## src/rtl/matrix_col_scan.sv

```systemverilog
// Time-multiplexed LED column scanner with per-slot blanking
// and a double-buffered frame committed only at frame start.
module matrix_col_scan #(
  parameter int NUM_COLS = 5,
  parameter int NUM_ROWS = 7,
  parameter int DWELL    = 50000,
  parameter int BLANK    = 2
) (
  input  logic                         clk,
  input  logic                         reset_n,
  input  logic                         enable,
  input  logic                         load,
  input  logic [NUM_COLS*NUM_ROWS-1:0] frame_data,
  output logic [NUM_COLS-1:0]          col_n,
  output logic [NUM_ROWS-1:0]          row,
  output logic [$clog2(NUM_COLS)-1:0]  col_idx,
  output logic                         frame_start,
  output logic                         pending
);

  localparam int IW = $clog2(NUM_COLS);
  localparam int CW = (DWELL > 1) ? $clog2(DWELL) : 1;

  logic                               run;
  logic [IW-1:0]                      idx, idx_d;
  logic [CW-1:0]                      cnt, cnt_d;
  logic [NUM_COLS-1:0][NUM_ROWS-1:0]  disp, pend;
  logic                               pend_f;
  logic                               slot_end, last, commit;

  assign slot_end = (cnt == CW'(DWELL - 1));
  assign last     = (idx == IW'(NUM_COLS - 1));
  // new frame is taken on scan wrap or on scan (re)start
  assign commit   = (run & slot_end & last) | (~run & enable);

  always_comb begin
    idx_d = idx;
    cnt_d = cnt;
    if (!run || !enable) begin
      idx_d = '0;
      cnt_d = '0;
    end else if (slot_end) begin
      cnt_d = '0;
      idx_d = last ? '0 : idx + 1'b1;
    end else begin
      cnt_d = cnt + 1'b1;
    end
  end

  always_ff @(posedge clk) begin
    if (!reset_n) begin
      run    <= 1'b0;
      idx    <= '0;
      cnt    <= '0;
      disp   <= '0;
      pend   <= '0;
      pend_f <= 1'b0;
    end else begin
      run <= enable;
      idx <= idx_d;
      cnt <= cnt_d;
      if (commit && pend_f) begin
        disp   <= pend;
        pend_f <= 1'b0;
      end
      // a load on the commit edge refills pend after the old one moved
      if (load) begin
        pend   <= frame_data;
        pend_f <= 1'b1;
      end
    end
  end

  always_comb begin
    col_n = '1;
    row   = '0;
    if (run && (int'(cnt) >= BLANK)) begin
      col_n[idx] = 1'b0;
      row        = disp[idx];
    end
  end

  assign col_idx     = idx;
  assign frame_start = run & (idx == '0) & (cnt == '0);
  assign pending     = pend_f;

endmodule
```

## config.mk

```make
export PLATFORM = sky130hd
export DESIGN_NAME = matrix_col_scan
export DESIGN_NICKNAME = d
export VERILOG_FILES = /design/src/rtl/matrix_col_scan.sv
export SDC_FILE = /design/constraint.sdc
export NUM_CORES = 1
export LEC_CHECK = 0
export ABC_AREA = 1
export CAP_MARGIN = 30
export CORE_MARGIN = 3
export CORE_UTILIZATION = 45
export CTS_BUF_LIST = sky130_fd_sc_hd__clkbuf_4
export DETAILED_ROUTE_END_ITERATION = 12
export PLACE_DENSITY_LB_ADDON = 0.2
export SKIP_CTS_REPAIR_TIMING = 1
export SLEW_MARGIN = 20
export SYNTH_ARGS = -nofsm -noshare
export SYNTH_HDL_FRONTEND = slang
export SYNTH_SLANG_ARGS = --single-unit
```

## constraint.sdc

```tcl
create_clock -name clk -period 4.85 [get_ports clk]
set_input_delay 0.485 -clock clk [delete_from_list [all_inputs] [get_ports clk]]
set_output_delay 0.485 -clock clk [all_outputs]
set_load 0.01 [all_outputs]
```

==> summary.txt <==
Outcome
  • Status: finished, final reports clean

Power and ir drop
  • Logic pwr share: 11.0%
  • Cell internal pwr: ~1000 uW
  • Sequential share of power: 57.8%
  • Max VDD drop: 0.1593 mV
  • Power Density: 285.6 nW/um2
  • Leak: 0.001814 uW
  • Clock power share: 31.2%
  • Switching pwr: 373.2 uW
  • Tot Pwr: 1385 uW
  • Sw Share: around 27%

Clock network
  • CTS root buf: clkbuf_4
  • CTS tree: yes
  • Clock sinks: between 90 and 100
  • Num CTS Buffers: 9
  • Worst-path clk slew: between 100 and 150 ps
  • Clk buf depth: 2
  • Htree depth: 3
  • Worst skew pair latency: around 450 ps

Worst hold path
  • HP Class: reg -> reg

Finish
  • Commonest cells after routing, fill and taps aside: 96 x nand2_1, 90 x dfxtp_1, 79 x a21oi_1
  • Diode count: 0
  • Share of cells above drive strength 1: 5.297%
  • Nets: 662
  • Commonest non-fill, non-tap cell in the layout: nand2_1
  • Filler instances: 918
  • Area Growth Syn to Fin: 13.00%

Critical path
  • CP startpoint kind: flop
  • Critical path required time: 4370 ps
  • Crit Path Max Fanout: 24
  • Crit path kind: reg -> out
  • Crit path DAT: between 2000 and 3000 ps
  • Crit end category: output pin

Global routing
  • First-pass GRT wire length: approximately 16000 um
  • Largest net degree at the start of global routing: 73
  • Vias in the first global route: 3392
  • Gr ovfl total: 0
  • Number of antenna violations at the first check in global routing: 0
  • GRT Util Overall: 17.15%

Route
  • DRC: 0
  • Drt total wl: 9107 um
  • Iter 0 DRT Violations: 193
  • Routed Antenna Nets: 0
  • Drt wl/cell: 12.11 um
  • Initial DRT Pass Iterations: 4
  • Vias: 3700
  • Vias/cell: 4.920

Logic synthesis
  • Sequential element share of the synthesized area: 42.45%
  • Post-Syn Area: 4292 um2
  • Ys flop type: dfxtp_1
  • Synth Instances: 586
  • Synth unique cells: 36
  • Yosys warns: 0
  • Yosys top cell area share: 42.45%
  • Mean Syn Cell Area: 7.324 um2
  • Post-synth top area cell: dfxtp_1
  • FFs w/ async S/R, synth: 0%
  • Synth area leaders: dfxtp_1 42%, a21oi_1 9.2%, nand3_1 8.7%, nand2_1 8.4%, nor2_1 5.9%
  • FF+latch count, synth: a little over 90
  • Total nets after synthesis: 630
  • Post-synth EDFFs: 0

Floorplanning
  • Core area: 9240 um2
  • DIE WIDTH: between 100 and 150 um
  • Die Area: approximately 11000 um2
  • Std-Cell Rows: 35
  • I/O Pins: 56
  • Starting Density: 46.45%
  • Die H: 103.7 um

STA
  • Slew Limit Headroom: roughly 55%
  • Final setup viols: 0
  • Clk_skew: 18.59 ps
  • Crit share post-route: a little under 70%
  • Min cycle time layout: between 3000 and 4000 ps
  • Setup TNS: 0 ps
  • Highest clock rate: 0.2974 GHz
  • Worst-margin pin slew: 677.0 ps
  • Worst hold margin: 467.0 ps
  • Final Hold Vio Count: 0
  • Final Max Slew Viols: 0
  • RSZ-0062 raised after global routing: false

Place
  • Placer Congestion: between 0.8 and 0.9
  • Final HPWL DP: 6274 um
  • Port buffer count: 55

Job
  • Max-cap violation count: 0
[per-stage QoR]
stage	instances	util (%)	instance area (um2)	worst slack (ps)
after floorplan	586	-	4292	2809
after global placement	736	50.94	4707	2014
after detailed placement	736	50.94	4707	1968
after CTS	752	52.48	4850	1449
after global routing	752	52.48	4850	1257
final	752	52.48	4850	1488
[sequential cells by signal, summed over array words and instances, names as in the netlist]
signal / flops
disp: 35
pend: 35
cnt: 16
col_idx: 3
pending: 1
run: 1
[routing by layer]
layer / vias to the layer above / share of wire [%] / wire length (um) / GRT usage [%]
li1: 1975 / - / - / -
met1: 1637 / 53 / 4816 / 24.76
met2: 72 / 41 / 3762 / 25.51
met3: 16 / 3.7 / 338 / 2.928
met4: 0 / 2.1 / 190 / 6.743
met5: - / 0 / 0 / 0
[power by group through the flow]
stage	combinational [uW]	sequential [uW]	clock [uW]
3_5_place_dp	153	817	0
2_1_floorplan	123	812	0
6_report	152	801	432
3_3_place_gp	151	817	0
5_1_grt	176	805	473
4_1_cts	153	801	443
[path summary, 6_finish.rpt]
kind,from,to,slack (ps),depth (start not counted)
worst max-delay path,col_idx[0],frame_start,1490,5
worst min-delay path,pend[20],pend[20],470,2
worst max register to register,col_idx[0],disp[9],2230,9
worst min register to register,pend[20],pend[20],470,2
[kinds of logic after synthesis]
| family | after synthesis | share of synthesized area, % |
|---|---|---|
| AOI/OAI and AO/OA | 126 | 15.10 |
| xor gates and xnor gates | 4 | 0.8165 |
| adders and majority gates | 5 | 1.458 |
| buffers and inverters | 97 | 12.62 |
| DFF | 91 | 42.45 |
| and+or+nand+nor | 263 | 27.55 |
[final cells by class]
class	instances	area [um2]	area share, %
flip-flops and latches	91	1823	37.59
multi-input cells	398	1928	39.76
clock buffers	9	67.56	1.393
clock inverters	7	75.07	1.548
repair buffers	58	568.0	11.71
well taps	129	161.4	3.328
inverters	60	226.5	4.670
[cells in the mapped netlist (2+ instances only)]
cell type  instances
a21oi_1           79
buf_12             4
buf_2              7
buf_4              3
buf_8              3
clkbuf_1          14
clkbuf_8           5
dfxtp_1           91
ha_1               5
inv_1             58
nand2_1           96
nand2_2            3
nand3_1           75
nand4_1            4
nor2_1            68
nor2_2             3
nor2_4             2
nor3_1             5
o21ai_0           40
o21bai_1           3
xnor2_1            2
xor2_1             2
[critical path, stage by stage (launching register included)]
cell and delay, ps:
dfxtp_1 540, inv_1 590, ha_1 300, nand4_1 100, nor4b_1 300, clkdlybuf4s50_1 600
Note: power is estimated with default switching activity, not from simulation.
